**config.mk**
```make
export PLATFORM = sky130hd
export DESIGN_NAME = als153_rr_arbiter
export DESIGN_NICKNAME = d
export VERILOG_FILES = /design/src/rtl/als153_pkg.sv /design/src/rtl/als153_rr_pick.sv /design/src/rtl/als153_rr_arbiter.sv
export SDC_FILE = /design/constraint.sdc
export NUM_CORES = 1
export LEC_CHECK = 0
export ABC_CLOCK_PERIOD_IN_PS = 2620
export BUFFER_PORTS_ARGS = -buffer_cell sky130_fd_sc_hd__clkbuf_2
export CELL_PAD_IN_SITES_DETAIL_PLACEMENT = 1
export CELL_PAD_IN_SITES_GLOBAL_PLACEMENT = 1
export CORE_UTILIZATION = 45
export DETAILED_ROUTE_END_ITERATION = 6
export HOLD_SLACK_MARGIN = 0.1
export PLACE_DENSITY_LB_ADDON = 0.1
export RECOVER_POWER = 100
export SLEW_MARGIN = 0
export SYNTH_ARGS = -nofsm -noshare
export SYNTH_HDL_FRONTEND = slang
export SYNTH_SLANG_ARGS = --single-unit
```
**constraint.sdc**
```tcl
create_clock -name in_clk -period 2.62 [get_ports in_clk]
set_clock_uncertainty 0.05 [all_clocks]
set_input_delay 0 -clock in_clk [delete_from_list [all_inputs] [get_ports in_clk]]
set_output_delay 0 -clock in_clk [all_outputs]
set_load 0.02 [all_outputs]
```
**src/rtl/als153_pkg.sv**
```systemverilog
`default_nettype none
// ============================================================================
//  Module      : als153_pkg
//  Description : Shared types, sizes and the rotate-priority pick function
//                for the SN54ALS153 round-robin arbiter.
//  Revision    : 1.0  initial release
// ============================================================================
package als153_pkg;

  localparam int NREQ  = 4;
  localparam int SEL_W = 2;

  typedef enum logic [1:0] {
    IDLE  = 2'd0,
    SETUP = 2'd1,
    GRANT = 2'd2,
    GAP   = 2'd3
  } state_t;

  // Returns {found, idx}. The search order is ptr+1, ptr+2, ... modulo NREQ.
  // The loop walks from the farthest candidate to the nearest one, so the
  // last hit, which is the nearest, wins.
  function automatic logic [SEL_W:0] rr_pick(input logic [NREQ-1:0]  req,
                                              input logic [SEL_W-1:0] ptr);
    logic [SEL_W:0]   res;
    logic [SEL_W-1:0] idx;
    res = '0;
    for (int k = NREQ; k >= 1; k--) begin
      idx = ptr + SEL_W'(k);
      if (req[idx]) res = {1'b1, idx};
    end
    return res;
  endfunction

endpackage
`default_nettype wire

```
**src/rtl/als153_rr_pick.sv**
```systemverilog
`default_nettype none
// ============================================================================
//  Module      : als153_rr_pick
//  Description : Combinational rotate-priority encoder. The candidate after
//                ptr has the highest priority.
//  Revision    : 1.0  initial release
// ============================================================================
module als153_rr_pick
  import als153_pkg::*;
(
  input  logic [NREQ-1:0]  req,
  input  logic [SEL_W-1:0] ptr,
  output logic             found,
  output logic [SEL_W-1:0] idx
);

  assign {found, idx} = rr_pick(req, ptr);

endmodule
`default_nettype wire

```
**src/rtl/als153_rr_arbiter.sv**
```systemverilog
`default_nettype none
// ============================================================================
//  Module      : als153_rr_arbiter
//  Description : Round-robin arbiter that shares one SN54ALS153 dual 4:1 mux
//                among four requesters. It drives the shared selects (A,B)
//                and the active-low section enables. The sequence is
//                break-before-make: SETUP -> GRANT -> GAP.
//  Revision    : 1.0  initial release
// ============================================================================
module als153_rr_arbiter
  import als153_pkg::*;
#(
  parameter int MAX_HOLD   = 8,
  parameter int GAP_CYCLES = 1
)(
  input  logic            in_clk,
  input  logic            in_rst,
  input  logic [NREQ-1:0] in_req,
  input  logic [1:0]      in_ch_en,
  output logic            out_A,
  output logic            out_B,
  output logic            out_G1_n,
  output logic            out_G2_n,
  output logic [NREQ-1:0] out_gnt,
  output logic            out_busy
);

  localparam int HOLD_W = $clog2(MAX_HOLD + 1);
  localparam int GAP_W  = $clog2(GAP_CYCLES + 1);
  localparam logic [HOLD_W-1:0] HOLD_LIMIT = HOLD_W'(MAX_HOLD);
  localparam logic [GAP_W-1:0]  GAP_LAST   = GAP_W'(GAP_CYCLES);

  state_t            state;
  logic [SEL_W-1:0]  ptr;
  logic [HOLD_W-1:0] hold;
  logic [GAP_W-1:0]  gap_cnt;
  logic [1:0]        ch_en_q;

  logic              pick_found;
  logic [SEL_W-1:0]  pick_idx;
  logic [SEL_W-1:0]  sel;
  logic [NREQ-1:0]   cur_mask;
  logic              rel_req;
  logic              forced_rot;

  // The select registers double as the record of the current winner.
  assign sel        = {out_A, out_B};
  assign cur_mask   = NREQ'(1) << sel;
  assign rel_req    = ~in_req[sel];
  assign forced_rot = (hold == HOLD_LIMIT) && (|(in_req & ~cur_mask));

  als153_rr_pick u_pick (
    .req   (in_req),
    .ptr   (ptr),
    .found (pick_found),
    .idx   (pick_idx)
  );

  // Arbitration FSM. Every output is registered here. The selects move only
  // on IDLE/GAP -> SETUP edges, when both enables are high on both sides.
  always_ff @(posedge in_clk) begin
    if (in_rst) begin
      state    <= IDLE;
      ptr      <= 2'd3;
      hold     <= '0;
      gap_cnt  <= '0;
      ch_en_q  <= 2'b00;
      out_A    <= 1'b0;
      out_B    <= 1'b0;
      out_G1_n <= 1'b1;
      out_G2_n <= 1'b1;
      out_gnt  <= '0;
      out_busy <= 1'b0;
    end else begin
      case (state)
        IDLE: begin
          if (pick_found) begin
            {out_A, out_B} <= pick_idx;
            ch_en_q        <= in_ch_en;
            out_busy       <= 1'b1;
            state          <= SETUP;
          end
        end

        SETUP: begin
          // Enable sampling was frozen at arbitration. A request dropped
          // here still gets one grant cycle.
          out_gnt  <= cur_mask;
          out_G1_n <= ~ch_en_q[0];
          out_G2_n <= ~ch_en_q[1];
          ptr      <= sel;
          hold     <= HOLD_W'(1);
          state    <= GRANT;
        end

        GRANT: begin
          if (rel_req || forced_rot) begin
            out_gnt  <= '0;
            out_G1_n <= 1'b1;
            out_G2_n <= 1'b1;
            gap_cnt  <= GAP_W'(1);
            state    <= GAP;
          end else if (hold != HOLD_LIMIT) begin
            hold <= hold + 1'b1;
          end
        end

        GAP: begin
          if (gap_cnt >= GAP_LAST) begin
            if (pick_found) begin
              {out_A, out_B} <= pick_idx;
              ch_en_q        <= in_ch_en;
              state          <= SETUP;
            end else begin
              out_busy <= 1'b0;
              state    <= IDLE;
            end
          end else begin
            gap_cnt <= gap_cnt + 1'b1;
          end
        end

        default: state <= IDLE;
      endcase
    end
  end

endmodule
`default_nettype wire

```
==> run metrics <==
Crit Path Max Fanout=10; GPL Wtd Cong=a little under 0.8; sequential power share=between 30% and 40%; share of layout cells above drive strength 1=9.22%; final worst slack=between 0.3 and 0.4 ns; Gate power share=between 40% and 50%; Psw=between 0.5 and 0.6 mW; crit-path cells=or4b_1 > o22ai_1 > o311ai_1 > a21oi_1 > a22oi_1; leakage power=approximately 0.49 nW; slowest stage delay, CP=around 0.56 ns; switch share=approximately two fifths; routed length on met3=approximately 100 um; Die Wd=51.5 um; die area=around 2600 sq um; placed cell count=160; final setup vio count=0; Synthesis Warnings=0; global-route wire length before repair=about 4.3 mm; Worst Tran Pin Value=roughly 0.66 ns; max-cap viol count=0; Synth cell types=40; RSZ-0062 raised after global routing=no; syn nets=roughly 130; CTS max path bufs=2; vias per cell=between 5 and 6; # diodes=0; Slowest-stage cell, CP=dfxtp_1; pwr dens=about 1000 nW/um^2; clock period minus worst slack=2.24 ns; run status=complete, no violations; Async SR Flop Fraction=0%; Data arrival, critical path=2.35 ns; CTS Root Cell=clkbuf_4; H-tree levels=1; setup_tns=0 ns; crit share post-route=between 80% and 90%; CP bufs+invs=0; Num Clock Sinks=20; antenna-violating nets left=0; post-cts sizing count=0; # rows=17; routed len/inst=approximately 16 um; CP delay by family, top=compound AO/OA/AOI/OAI gates; worst skew pair latency=0.32 ns; Clk pwr share=21.0%; Avg Synthesized Cell Area=between 9 and 10 sq um; TritonCTS buffer count=3; I/O Buffers=16; DR vias=around 1,000; metal2 WL=1.36 mm; DRC=0; Critical Path End Type=flip-flop; largest net degree at the start of global routing=19; relative slew slack=a little under three fifths; final hold vios=0; initial antenna violation count=0; CP Class=flip-flop to flip-flop; First DRT Iteration DRCs=14; Post-CTS Hold Fix Bufs=5; # IOs=17; Nets=around 160; synthesis-to-finish area growth=14.0%; Finished Core Util=approximately 56%; post-place setup slack=slightly above 0.7 ns; DPL Wire Length=1.92 mm; fin cells=~170; starting density of the core=48.8%; total power=1.26 mW; commonest non-fill, non-tap cells in the layout=dfxtp_1, inv_1, nor2_1; number of synthesized flops with an enable pin=0; vias in the first global route=965; VDD IR max=approximately 640 uV; cells after synthesis=119; First-pass DRT Iterations=4; cell internal pwr=between 0.7 and 0.8 mW; Mapped Area=roughly 1100 sq um; CTS tree=yes; drt total wl=2.73 mm; Seq cells post-synth=20; top sig layer=met4; Setup Fix Bufs, Post-CTS=0; HP Class=input port to flip-flop; clk slew on worst S/H paths=roughly 0.13 ns; ys flop type=dfxtp_1; grt ovf=0; max-slew violation count=0; Core ar.=2250 sq um; DRT met1 WL=between 1 and 1.5 mm; startpoint types=flip-flop; fmax=roughly 450 MHz; Die Y=roughly 50 um; most common cell after layout, fill and taps aside=dfxtp_1; total track usage=around 22%; Crit path required time=2.74 ns; part of the Yosys area used for sequential elements=between 30 and 40%
-- state kept, by name (all words and copies together) (netlist names), 2 cells and up --
name,cells
hold,4
out_gnt,4
state,2
ch_en_q,2
ptr,2
-- power by group through the flow --
stage          clock [mW]  combinational (mW)  sequential [mW]
6_report            0.264               0.512            0.483
5_1_grt             0.280               0.571            0.496
4_1_cts             0.265               0.553            0.483
3_5_place_dp            0               0.540            0.488
3_3_place_gp            0               0.523            0.480
2_1_floorplan           0               0.390            0.496
-- cells in the mapped netlist, drive strengths merged, types with 2 or more instances --
cell type | count | area share (%)
a211o | 2 | 1.7
a21oi | 5 | 3.3
a22oi | 3 | 2.0
a32o | 4 | 3.6
and2 | 2 | 1.1
buf | 2 | 1.1
dfxtp | 20 | 36
ha | 7 | 8.0
inv | 12 | 4.1
mux2 | 2 | 2.0
mux2i | 4 | 3.6
nand2 | 5 | 1.7
nand2b | 4 | 2.3
nand3 | 5 | 2.3
nor2 | 11 | 3.8
nor2b | 3 | 1.7
nor3 | 2 | 0.91
o21ai | 5 | 2.3
o221ai | 3 | 2.4
or3 | 2 | 1.1
or3b | 2 | 1.6
-- through the flow --
step	hold slack, ns	cell area [sq um]
final	0.0826	1250
after global routing	0.101	1250
after CTS	0.104	1300
after detailed placement	0.202	1200
after global placement	0.187	1200
after floorplan	0.0972	1100
-- final timing paths --
check / start / endpoint / slack [ns] / cells past startpoint
min reg2reg: ch_en_q[0]$_SDFFE_PP0P_ / out_G1_n$_SDFFE_PP1P_ / 0.43 / 1
min: in_rst / hold[3]$_SDFFE_PP0P_ / 0.08 / 2
max: out_B$_SDFFE_PP0P_ / out_G2_n$_SDFFE_PP1P_ / 0.38 / 5
max reg2reg: out_B$_SDFFE_PP0P_ / out_G2_n$_SDFFE_PP1P_ / 0.38 / 5
-- cells by family after synthesis --
logic type,Yosys count,share of synthesized area (%)
AND/OR/NAND/NOR,40,19.2
adder cells (fa/ha/maj),7,7.95
buffers and inverters,15,5.57
multiplexers,7,7.73
AO/OA/AOI/OAI,30,23.2
flip-flops,20,36.4
-- worst register-to-register path, stage by stage, from the launching register on --
cell and delay [ns]:
dfxtp_1 0.56, or4b_1 0.47, o22ai_1 0.16, o311ai_1 0.20, a21oi_1 0.48, a22oi_1 0.16
-- routing by layer --
metal	global-route usage, %	vias up
met1	25.0	489
met5	0	-
met4	8.56	0
li1	-	479
met3	5.36	4
met2	40.5	26
-- layout make-up --
cell class	instances	area, sq um
well taps	28	35.0
inverters	12	45.0
flip-flops and latches	20	400
multi-input cells	84	604
clock inverters	1	30.0
clock buffers	3	22.5
fillers	287	1000
repair buffers	21	118
Note: power is estimated with default switching activity, not from simulation.
